$ cat src/rtl/mem_arbiter_pkg.sv
// mem_arbiter_pkg
//   Shared definitions for the IFU/LSU memory arbiter:
//   - state_t : arbiter FSM states (IDLE / REQ / WAIT)
//   - owner_t : transaction owner encoding (OWN_IFU=0, OWN_LSU=1)
//   - TIMEOUT_DEFAULT : default response timeout in WAIT cycles
package mem_arbiter_pkg;

  localparam int unsigned TIMEOUT_DEFAULT = 255;

  typedef enum logic [1:0] {
    IDLE = 2'd0,
    REQ  = 2'd1,
    WAIT = 2'd2
  } state_t;

  typedef enum logic {
    OWN_IFU = 1'b0,
    OWN_LSU = 1'b1
  } owner_t;

endpackage

$ cat src/rtl/mem_arbiter_rr_arb2.sv
// rr_arb2
//   Two-way round-robin grant between IFU and LSU.
//   Ports:
//     i_valid_ifu  - IFU request valid
//     i_valid_lsu  - LSU request valid
//     i_last_grant - owner that received the previous grant
//     o_grant      - some requester is granted this cycle
//     o_owner      - which requester is granted (valid when o_grant=1)
module rr_arb2
  import mem_arbiter_pkg::*;
(
  input  logic   i_valid_ifu,
  input  logic   i_valid_lsu,
  input  owner_t i_last_grant,
  output logic   o_grant,
  output owner_t o_owner
);

  always_comb begin
    o_grant = i_valid_ifu | i_valid_lsu;
    if (i_valid_ifu && i_valid_lsu) begin
      // Contention: hand the grant to whoever did not get the last one.
      o_owner = (i_last_grant == OWN_IFU) ? OWN_LSU : OWN_IFU;
    end else if (i_valid_lsu) begin
      o_owner = OWN_LSU;
    end else begin
      o_owner = OWN_IFU;
    end
  end

endmodule

$ cat src/rtl/mem_arbiter.sv
// mem_arbiter
//   Arbitrates an instruction-fetch port (IFU, read-only) and a load/store
//   port (LSU) onto a single memory port with one outstanding transaction.
//   IDLE grants (round-robin on contention), REQ presents the registered
//   request until mem_req_ready, WAIT returns mem_resp_valid/mem_rdata to the
//   owner in the same cycle or aborts after TIMEOUT WAIT cycles.
//   Ports:
//     clk, rst          - clock (rising edge), synchronous active-high reset
//     ifu_req_*/resp_*  - fetch request/response
//     lsu_req_*/resp_*  - load/store request/response (stores complete too)
//     mem_req_*/resp_*  - shared memory port
//     err_timeout       - one-cycle pulse when a response times out
module mem_arbiter
  import mem_arbiter_pkg::*;
#(
  parameter int unsigned ADDR_W  = 32,
  parameter int unsigned DATA_W  = 32,
  parameter int unsigned TIMEOUT = TIMEOUT_DEFAULT
) (
  input  logic                clk,
  input  logic                rst,
  input  logic                ifu_req_valid,
  output logic                ifu_req_ready,
  input  logic [ADDR_W-1:0]   ifu_addr,
  output logic                ifu_resp_valid,
  output logic [DATA_W-1:0]   ifu_rdata,
  input  logic                lsu_req_valid,
  output logic                lsu_req_ready,
  input  logic [ADDR_W-1:0]   lsu_addr,
  input  logic                lsu_wen,
  input  logic [DATA_W-1:0]   lsu_wdata,
  input  logic [DATA_W/8-1:0] lsu_wmask,
  output logic                lsu_resp_valid,
  output logic [DATA_W-1:0]   lsu_rdata,
  output logic                mem_req_valid,
  input  logic                mem_req_ready,
  output logic [ADDR_W-1:0]   mem_addr,
  output logic                mem_wen,
  output logic [DATA_W-1:0]   mem_wdata,
  output logic [DATA_W/8-1:0] mem_wmask,
  input  logic                mem_resp_valid,
  input  logic [DATA_W-1:0]   mem_rdata,
  output logic                err_timeout
);

  localparam int unsigned MASK_W = DATA_W / 8;
  localparam int unsigned CNT_W  = (TIMEOUT < 1) ? 1 : $clog2(TIMEOUT + 1);

  state_t              r_state;
  owner_t              r_owner;
  owner_t              r_last_grant;
  logic [CNT_W-1:0]    r_wait_cnt;
  logic [ADDR_W-1:0]   r_addr;
  logic                r_wen;
  logic [DATA_W-1:0]   r_wdata;
  logic [MASK_W-1:0]   r_wmask;

  logic                w_grant;
  owner_t              w_grant_owner;
  logic                w_cnt_max;
  logic                w_resp_hit;
  logic                w_timeout;
  logic                w_done;

  rr_arb2 u_rr_arb2 (
    .i_valid_ifu  (ifu_req_valid),
    .i_valid_lsu  (lsu_req_valid),
    .i_last_grant (r_last_grant),
    .o_grant      (w_grant),
    .o_owner      (w_grant_owner)
  );

  assign w_cnt_max = (r_wait_cnt == CNT_W'(TIMEOUT));

  always_ff @(posedge clk) begin
    if (rst) begin
      r_state      <= IDLE;
      r_owner      <= OWN_IFU;
      r_last_grant <= OWN_LSU;
      r_wait_cnt   <= '0;
      r_addr       <= '0;
      r_wen        <= 1'b0;
      r_wdata      <= '0;
      r_wmask      <= '0;
    end else begin
      case (r_state)
        IDLE: begin
          if (w_grant) begin
            r_owner      <= w_grant_owner;
            r_last_grant <= w_grant_owner;
            if (w_grant_owner == OWN_LSU) begin
              r_addr  <= lsu_addr;
              r_wen   <= lsu_wen;
              r_wdata <= lsu_wdata;
              r_wmask <= lsu_wmask;
            end else begin
              r_addr  <= ifu_addr;
              r_wen   <= 1'b0;
              r_wdata <= '0;
              r_wmask <= '0;
            end
            r_state <= REQ;
          end
        end
        REQ: begin
          if (mem_req_ready) begin
            r_wait_cnt <= '0;
            r_state    <= WAIT;
          end
        end
        WAIT: begin
          if (mem_resp_valid || w_cnt_max) begin
            r_state <= IDLE;
          end
          if (!w_cnt_max) begin
            r_wait_cnt <= r_wait_cnt + 1'b1;
          end
        end
        default: r_state <= IDLE;
      endcase
    end
  end

  // Response path is combinational from mem_resp_valid; rst masks it so a
  // transaction abandoned by reset never delivers a response.
  always_comb begin
    w_resp_hit = !rst && (r_state == WAIT) && mem_resp_valid;
    w_timeout  = !rst && (r_state == WAIT) && !mem_resp_valid && w_cnt_max;
    w_done     = w_resp_hit || w_timeout;

    ifu_req_ready  = !rst && (r_state == IDLE) && w_grant && (w_grant_owner == OWN_IFU);
    lsu_req_ready  = !rst && (r_state == IDLE) && w_grant && (w_grant_owner == OWN_LSU);

    ifu_resp_valid = w_done && (r_owner == OWN_IFU);
    lsu_resp_valid = w_done && (r_owner == OWN_LSU);
    ifu_rdata      = (w_resp_hit && (r_owner == OWN_IFU)) ? mem_rdata : '0;
    lsu_rdata      = (w_resp_hit && (r_owner == OWN_LSU)) ? mem_rdata : '0;

    mem_req_valid  = !rst && (r_state == REQ);
    mem_addr       = r_addr;
    mem_wen        = r_wen;
    mem_wdata      = r_wdata;
    mem_wmask      = r_wmask;

    err_timeout    = w_timeout;
  end

endmodule

$ cat config.mk
export PLATFORM = sky130hd
export DESIGN_NAME = mem_arbiter
export DESIGN_NICKNAME = d
export VERILOG_FILES = /design/src/rtl/mem_arbiter_pkg.sv /design/src/rtl/mem_arbiter_rr_arb2.sv /design/src/rtl/mem_arbiter.sv
export SDC_FILE = /design/constraint.sdc
export NUM_CORES = 1
export LEC_CHECK = 0
export ABC_AREA = 1
export CORE_MARGIN = 4
export CORE_UTILIZATION = 33
export CTS_CLUSTER_DIAMETER = 40
export CTS_CLUSTER_SIZE = 16
export DETAILED_ROUTE_END_ITERATION = 7
export HOLD_SLACK_MARGIN = 0.08
export PLACE_DENSITY = 0.84
export SLEW_MARGIN = 0
export SYNTH_ARGS = -nofsm -noshare
export SYNTH_HDL_FRONTEND = slang
export SYNTH_SLANG_ARGS = --single-unit
$ cat constraint.sdc
create_clock -name clk -period 1.8 [get_ports clk]
set_input_delay 0.36 -clock clk [delete_from_list [all_inputs] [get_ports clk]]
set_output_delay 0.36 -clock clk [all_outputs]
set_load 0.02 [all_outputs]
==> results by group <==
Status
  – Status: finished, violations left
  – Failing checks: negative setup slack

Timing
  – Min Tclk post-route: 1920 ps
  – Fmax: 522 MHz
  – Worst slew margin: 71.4%
  – Setup WS post-layout: -117 ps
  – RSZ-0062 raised after global routing: true
  – Fin. Hold Viols: 0
  – Final setup TNS: -5350 ps
  – Worst Skew: 10.6 ps
  – Max Slew Vio Count: 0
  – Worst-Margin Slew: 429 ps
  – Final setup viols: 67
  – Final period util: 106%
  – WHS: 481 ps

Critical path
  – FF-to-FF Start: r_state[0]
  – CP Capture Type: output pin
  – CP Cell Sequence: nor2_4 > nand2_2 > nor2_4 > nand2_2 > buf_12 > nor2_1 > buf_4
  – Critical path arrival: 1560 ps
  – Worst setup path start: r_state[0]
  – Worst path max stage delay: 370 ps
  – CP required: 1440 ps
  – Critical path class: reg -> out
  – CP delay by family, top: simple AND/OR/NAND/NOR gates
  – WP buf/inv: 2
  – CP Launch Type: register
  – Worst-path fanout max: 32
  – Crit-path slowest cell: dfxtp_4

Floorplan
  – Core ar.: 0.0103 mm2
  – Row cnt: 37
  – Initial Util: 33.7%
  – IO Count: 278
  – Chip Width: 111 um
  – Die footprint: 0.0123 mm2
  – Die height: 111 um

Synthesis
  – Yosys warning count: 0
  – Ranking of synthesized cells by area: dfxtp_1, nand2_1, a22o_1
  – Top-area cell type share of the netlist area: 46.6%
  – Post-Syn Instances: 460
  – Cell variety after synth: 24
  – Syn_area_per_cell: 7.57 um2
  – Yosys top cell by area: dfxtp_1
  – Yosys reg bits: 81
  – Syn Nets: 600
  – Synth Cell Area: 0.00348 mm2
  – Sequential fraction of the synthesis area: 46.6%

Cells and area
  – Fraction of layout cells with a size suffix above 1: 21.1%
  – Area grow syn2layout: 95.5%
  – Nets: 895
  – Non-Filler Instances: 896
  – Commonest cells after routing, fill and taps aside: clkdlybuf4s50_1, nand2_1, dfxtp_1
  – ANT cells: 0
  – Most common cell after layout, fill and taps aside: clkdlybuf4s50_1

Route
  – Routed WL: 14.1 mm
  – First-pass detailed-route iteration total: 4
  – Residual DRC count: 0
  – Post-DR wirelength/cell: 15.8 um
  – Vias per cell: 4.69
  – Final ANT Viol Nets: 0
  – DRC marker count from the first detailed-route iteration: 234
  – Via Count: 4204

Flow run
  – Max_cap viols: 0

Placed design
  – IO Port Bufs: 277
  – DP HPWL: 11.3 mm
  – Placed insts: 879
  – Final Wtd Congestion: 0.934

Pwr
  – Power Density: 713 mW/mm2
  – Pwr Total: 4.86 mW
  – Leak: 3.05 nW
  – Worst VDD drop: 0.516 mV

Clocking
  – Clock Pin Slew Worst Setup and Hold Paths: 90 ps
  – CTS tree: built
  – Clk buf depth: 2
  – Hold bufs inserted after CTS: 0
  – CTS H-tree lvls: 3
  – Num Clock Sinks: 81
  – Total CTS buffers: 9
  – Root Buffer Master: clkbuf_8
  – Clock insertion delay at the later pin of the skew report: 350 ps

Global route
  – Initial antenna violation count: 0
  – Gr usage total: 22.0%
  – Vias in the first global route: 4217
  – Pin count of the biggest net entering global routing: 56
  – Remaining Overflow, GRT: 0
  – First-pass GRT wire length: 21.7 mm

Worst hold path
  – Min-delay src: mem_addr[6]
  – Hold Crit Class: reg -> reg
==> repair_timing <==
| item | in CTS | in global routing |
|---|---|---|
| buffers inserted | 0 | 1 |
| setup endpoints to repair | 70 | 73 |
| pin swaps | 2 | 2 |
| gates cloned | 0 | 0 |
| gates resized for setup | 357 | 45 |
==> logic make-up after synthesis <==
family,after synthesis,share of synthesized area [%]
DFF,81,46.6
AOI/OAI and AO/OA,78,16.0
buffers and inverters,75,10.6
adders and majority gates,1,0.359
and+or+nand+nor,225,26.4
==> metrics by stage <==
step                area [um2]  setup slack (ps)  utilization, %
CTS                       6660              -123            64.5
detailed placement        6550              -703            63.4
finish                    6810              -117            66.0
floorplan                 3480               123               -
global route              6810              -210            66.0
global placement          6550              -683            63.4
==> layer usage <==
metal  GRT usage, %  wire (um)
met1           22.8       5040
met5              0          0
met4           10.3        565
met2           40.5       7420
met3           6.22       1100
==> report_power, final <==
part	total [mW]	switching, mW	internal, mW
clock	1.68	0.730	0.948
sequential	1.99	0.0733	1.92
combinational	1.18	0.541	0.642
total	4.86	1.34	3.51
==> synthesized netlist by cell type, drive strengths merged <==
cell	count
nor2	81
nor3	3
clkbuf	2
nand2	112
a22o	37
dfxtp	81
nand3	27
o21bai	2
or2	2
a21oi	5
o21ai	18
ha	1
a31oi	16
buf	24
inv	49
==> path summary, 6_finish.rpt <==
path / slack [ps] / endpoint / cells past startpoint
worst max register to register: 190 / mem_addr[0] / 7
worst max-delay path: -120 / lsu_rdata[25] / 7
worst min-delay path: 480 / mem_addr[6] / 2
worst min register to register: 480 / mem_addr[6] / 2
==> flip-flops by register name, summed over array words and instances (netlist names) <==
name          flops
mem_addr         32
mem_wdata        32
mem_wmask         4
r_state           2
r_owner           1
r_last_grant      1
mem_wen           1
r_wait_cnt        8
==> area by class of cell <==
type / count / area, um2
clock buffer: 9 / 124
clock inverter: 7 / 133
fill: 875 / 3510
inverter: 49 / 184
multi-input combinational: 304 / 1580
sequential: 81 / 1630
tap: 136 / 170
timing repair buffer: 310 / 2990
==> worst min-delay path, cell delays in order, from the launching register on <==
cell	delay, ps
dfxtp_1	330
nand2_1	50
nand3_1	70
Note: power is estimated with default switching activity, not from simulation.
